$ cat config.mk
export PLATFORM = sky130hd
export DESIGN_NAME = hazard_unit
export DESIGN_NICKNAME = d
export VERILOG_FILES = /design/src/rtl/hazard_unit.sv
export SDC_FILE = /design/constraint.sdc
export NUM_CORES = 1
export LEC_CHECK = 0
export ABC_AREA = 1
export CORE_ASPECT_RATIO = 0.8
export CORE_MARGIN = 4
export CORE_UTILIZATION = 45
export CTS_CLUSTER_SIZE = 28
export DETAILED_ROUTE_END_ITERATION = 12
export MAX_ROUTING_LAYER = met4
export PLACE_DENSITY = 0.74
export SETUP_SLACK_MARGIN = 0.4
export SLEW_MARGIN = 30
export SYNTH_ARGS = -nofsm -noshare
export SYNTH_HDL_FRONTEND = slang
export SYNTH_SLANG_ARGS = --single-unit
$ cat constraint.sdc
create_clock -name clk -period 1.7 [get_ports clk]
set_input_delay 0.34 -clock clk [delete_from_list [all_inputs] [get_ports clk]]
set_output_delay 0.34 -clock clk [all_outputs]
set_load 0.1 [all_outputs]
$ cat src/rtl/hazard_unit.sv
// Hazard controller for the ID/EX region: load-use stalls, taken-branch flushes
// and data-memory wait stalls, with stall/flush counters and a sticky timeout flag.
//
// state | meaning
// RUN   | normal issue; a taken branch flushes this cycle and may enter FLUSH
// FLUSH | extra branch-penalty cycles still being flushed (flush_cnt remaining)
module hazard_unit #(
  parameter int BR_PENALTY  = 1,
  parameter int MEM_TIMEOUT = 64,
  parameter int CNT_W       = 16
) (
  input  logic             clk,
  input  logic             rst_n,
  input  logic [4:0]       idRs1,
  input  logic [4:0]       idRs2,
  input  logic             idUsesRs2,
  input  logic [4:0]       exRd,
  input  logic             exMemRead,
  input  logic             branchTaken,
  input  logic             memReq,
  input  logic             memReady,
  output logic             selOp,
  output logic             pcWrite,
  output logic             ifIdWrite,
  output logic             idExWrite,
  output logic             exMemWrite,
  output logic             ifIdFlush,
  output logic             idExFlush,
  output logic             memErr,
  output logic [CNT_W-1:0] stallCycles,
  output logic [CNT_W-1:0] flushCycles
);

  localparam int WAIT_W = $clog2(MEM_TIMEOUT + 1);

  typedef enum logic {RUN, FLUSH} state_t;

  state_t            state;
  logic [1:0]        flush_cnt;
  logic [WAIT_W-1:0] wait_cnt;

  logic mem_stall;
  logic load_use;
  logic flush_now;
  logic stall_inc;
  logic flush_inc;

  assign mem_stall = memReq & ~memReady;
  assign load_use  = exMemRead & (exRd != 5'd0) &
                     ((exRd == idRs1) | (idUsesRs2 & (exRd == idRs2)));
  assign flush_now = branchTaken | (state == FLUSH);
  assign stall_inc = mem_stall | (load_use & ~flush_now);
  assign flush_inc = flush_now & ~mem_stall;

  // Outputs are decoded directly from state and inputs so hazards act in the same cycle.
  always_comb begin
    selOp      = 1'b0;
    pcWrite    = 1'b1;
    ifIdWrite  = 1'b1;
    idExWrite  = 1'b1;
    exMemWrite = 1'b1;
    ifIdFlush  = 1'b0;
    idExFlush  = 1'b0;
    if (!rst_n) begin
      selOp      = 1'b1;
      pcWrite    = 1'b0;
      ifIdWrite  = 1'b0;
      idExWrite  = 1'b0;
      exMemWrite = 1'b0;
    end else if (mem_stall) begin
      pcWrite    = 1'b0;
      ifIdWrite  = 1'b0;
      idExWrite  = 1'b0;
      exMemWrite = 1'b0;
    end else if (flush_now) begin
      selOp     = 1'b1;
      ifIdFlush = 1'b1;
      idExFlush = 1'b1;
    end else if (load_use) begin
      selOp     = 1'b1;
      pcWrite   = 1'b0;
      ifIdWrite = 1'b0;
    end
  end

  always_ff @(posedge clk or negedge rst_n) begin
    if (!rst_n) begin
      state     <= RUN;
      flush_cnt <= 2'd0;
    end else if (!mem_stall) begin
      case (state)
        RUN: begin
          if (branchTaken && (BR_PENALTY > 1)) begin
            state     <= FLUSH;
            flush_cnt <= 2'(BR_PENALTY - 1);
          end
        end
        FLUSH: begin
          flush_cnt <= flush_cnt - 2'd1;
          if (flush_cnt == 2'd1) state <= RUN;
        end
        default: state <= RUN;
      endcase
    end
  end

  // wait_cnt saturates so a very long stall can never wrap back through the trip point.
  always_ff @(posedge clk or negedge rst_n) begin
    if (!rst_n) begin
      wait_cnt <= '0;
      memErr   <= 1'b0;
    end else if (mem_stall) begin
      if (wait_cnt != WAIT_W'(MEM_TIMEOUT)) wait_cnt <= wait_cnt + 1'b1;
      if (wait_cnt == WAIT_W'(MEM_TIMEOUT - 1)) memErr <= 1'b1;
    end else begin
      wait_cnt <= '0;
    end
  end

  always_ff @(posedge clk or negedge rst_n) begin
    if (!rst_n) begin
      stallCycles <= '0;
      flushCycles <= '0;
    end else begin
      if (stall_inc && (stallCycles != '1)) stallCycles <= stallCycles + 1'b1;
      if (flush_inc && (flushCycles != '1)) flushCycles <= flushCycles + 1'b1;
    end
  end

endmodule

==> metrics.md <==
| Metric | Value |
|---|---|
| Via/cell ratio | `5.96` |
| Hold buffers post-CTS | `0` |
| RePlAce Congestion | `0.844` |
| Tightest Pin Transition | `0.574 ns` |
| CTS tree | `yes` |
| Unrepaired setup endpoints after global routing | `yes` |
| Power Dens Cells | `953 nW/um^2` |
| Vias in the first global route | `3034` |
| Delay-heaviest family, CP | `simple AND/OR/NAND/NOR gates` |
| Combinational Power Share | `56.4%` |
| Worst rel slew slack | `61.7%` |
| Top post-synthesis cells by area | `dfrtp_1 (43%), nand2_1 (16%), nand3_1 (7.1%)` |
| TritonCTS Buffers | `5` |
| Worst Path Buf+Inv | `4` |
| Max Buffers Root-to-Sink | `2` |
| Share of layout cells above drive strength 1 | `63.6%` |
| Cells after Synth | `341` |
| Max Fclk | `0.522 GHz` |
| Failing checks | `setup timing` |
| Mean post-synth cell area | `7.42 um^2` |
| Setup violators final | `20` |
| Top cell type's share of synthesized area | `42.5%` |
| Die Y | `75.1 um` |
| I/O pins | `62` |
| Setup_tns | `-3.25 ns` |
| Overall routing resource usage | `27.4%` |
| Critical Path Slowest Stage Cell | `dfrtp_4` |
| Overall power | `4.90 mW` |
| Via count | `3345` |
| Crit path max fanout | `9` |
| Seq pwr share | `29.2%` |
| Gr ovfl total | `0` |
| Fin. max-slew vios | `0` |
| Starting Density | `46.6%` |
| Cell seen most often among critical-path stages | `nand2_1` |
| I/O Buffers | `61` |
| Clock power share | `14.4%` |
| Unique masters post-synth | `24` |
| Max IR drop VDD | `0.00151 V` |
| Leakage | `2.37 nW` |
| Chip width | `91.9 um` |
| Asr flop ratio synth | `100%` |
| Post-route clock skew | `0.0175 ns` |
| Worst path required time | `1.93 ns` |
| CP cell instances | `nand2_1 > inv_2 > nand2_1 > nor2_4 > nand4_1 > nor2_4 > buf_6 > buf_12 > inv_16 > nand2_8 > nand2_2 > nand2_1` |
| Number of synthesized flops with an enable pin | `0` |
| CP startpoint kind | `flip-flop` |
| DRC viols | `0` |
| Total Wirelength | `13300 um` |
| Antenna violations before repair | `0` |
| Final period utilization | `113%` |
| Dpl cells | `493` |
| Layout Nets | `509` |
| Number of diodes | `0` |
| Area Growth Syn to Fin | `103%` |
| Fin. Hold Viols | `0` |
| Max incr delay on CP | `0.44 ns` |
| First-pass GRT wire length | `14400 um` |
| Routed Antenna Nets | `0` |
| Synth Flop Type | `dfrtp_1` |
| Worst hold-check path type | `in -> async` |
| Post-Layout Cell Count | `561` |
| CORE AREA | `5440 um^2` |
| Switching power | `2.29 mW` |
| FP Rows | `24` |
| Wire per inst | `23.7 um` |
| Net Sw Frac | `46.8%` |
| Largest area contributor in the netlist | `dfrtp_1` |
| Starting DRT DRC Count | `406` |
| Crit path kind | `reg -> reg` |
| Hpwl dp | `4920 um` |
| DP Worst Slack | `-0.463 ns` |
| WHS | `0.133 ns` |
| Largest net degree at the start of global routing | `44` |
| Int Power | `2.61 mW` |
| Max_cap viols | `0` |
| Syn Nets | `368` |
| Router iterations before antenna repair | `5` |
| Top-count cell post-synth | `nand2_1` |
| Final worst-path setup slack | `-0.217 ns` |
| Top cells by count, synth | `nand2_1 (105), dfrtp_1 (43), nor2_1 (42), inv_1 (40), nand3_1 (36)` |
| Setup crit end kind | `flip-flop` |
| CTS root buf | `clkbuf_8` |
| Clock latency on the worst-skew pair | `0.31 ns` |
| Flops & latches, synth | `43` |
| H-tree level count | `2` |
| Post-synthesis sequential area ratio | `42.5%` |
| Number of clock sinks | `43` |
| Crit path DAT | `2.15 ns` |
| R2r setup slk | `-0.22 ns` |
| Clock slew at reported path FFs | `0.10 ns` |
| DIE AREA | `6900 um^2` |
| Ys Warns | `0` |
| Status | `complete, but fails checks` |
| Syn Std Cell Area | `2530 um^2` |
| Fin crit period | `1.92 ns` |
area by class of cell:
cell class / count / area [um^2]
clock buffers: 7 / 76.3
clock inverters: 1 / 5.00
fillers: 145 / 292
inverters: 42 / 228
multi-input cells: 250 / 1890
flip-flops and latches: 43 / 1150
well taps: 78 / 97.6
repair buffers: 139 / 1690
repair inverters: 1 / 7.51
cells in the final DEF, fill, tap and decap left out, types with 9 or more instances in the layout:
cell | synthesis | layout
inv_1 | 40 | 22
xor2_1 | 14 | 14
xnor2_1 | 15 | 9
buf_12 | 0 | 43
nand3_1 | 36 | 13
nand2_2 | 1 | 33
dfrtp_4 | 0 | 14
nand3_2 | 1 | 18
nor2_1 | 42 | 19
nand2_1 | 105 | 62
buf_2 | 1 | 9
buf_6 | 1 | 25
dfrtp_2 | 0 | 18
buf_4 | 5 | 52
inv_2 | 2 | 13
dfrtp_1 | 43 | 11
nand2_4 | 1 | 10
nor2_4 | 1 | 21
power groups by stage:
stage	Sequential (mW)	Combinational [mW]	Clock [mW]
finish	1.43	2.76	0.707
CTS	1.41	2.31	0.651
floorplan	2.21	0.472	0
global route	1.44	2.82	0.728
global placement	1.42	2.04	0
detailed placement	1.43	2.07	0
sequential cells by signal (all words and copies together) (netlist names):
signal / flops
flush_cnt: 2
flushCycles: 16
wait_cnt: 7
state: 1
stallCycles: 16
memErr: 1
logic make-up (layout without fill, tap and decap cells):
family | Yosys count | in the layout | share of synthesized area, %
AND/OR/NAND/NOR | 202 | 203 | 33.8
buffers and inverters | 49 | 190 | 8.35
flip-flops | 43 | 43 | 42.5
XOR/XNOR | 29 | 29 | 10.0
AO/OA/AOI/OAI | 13 | 13 | 2.82
adder cells (fa/ha/maj) | 5 | 5 | 2.47
stage by stage:
step | utilization [%] | area, um^2
global placement | 74.1 | 4030
global route | 94.6 | 5140
floorplan | - | 2870
finish | 94.6 | 5140
detailed placement | 74.1 | 4030
CTS | 85.8 | 4660
worst reg2reg max path: cells and delay by family, from the launching register on:
kind / cells / cell delay, ns
flops: 1 / 0.44
simple gates: 8 / 1.03
buf+inv: 4 / 0.37
final timing paths:
path,from,to,cells past startpoint
min reg2reg,flush_cnt[0]$_DFFE_PN0P_,flush_cnt[0]$_DFFE_PN0P_,1
max in group asynchronous,rst_n,stallCycles[2]$_DFFE_PN0P_,2
min in group clk,memReady,wait_cnt[5]$_DFFE_PN0P_,5
max,stallCycles[7]$_DFFE_PN0P_,stallCycles[5]$_DFFE_PN0P_,12
min,rst_n,flushCycles[9]$_DFFE_PN0P_,2
max reg2reg,stallCycles[7]$_DFFE_PN0P_,stallCycles[5]$_DFFE_PN0P_,12
repair_timing:
item / in CTS / in global routing
gates resized for setup: 164 / 61
setup buffers: 28 / 30
pin swaps: 73 / 56
gates cloned: 2 / 0
endpoints found under the setup margin: 65 / 74
per-layer routing:
layer  up-vias  wire [um]  GRT usage, %
met1      1583       4350          28.9
met2       296       6660          51.1
met5         -          0             -
met3       127       1110          4.80
met4         0       1180          12.9
li1       1339          -             -
(Power assumes the default switching activity.)
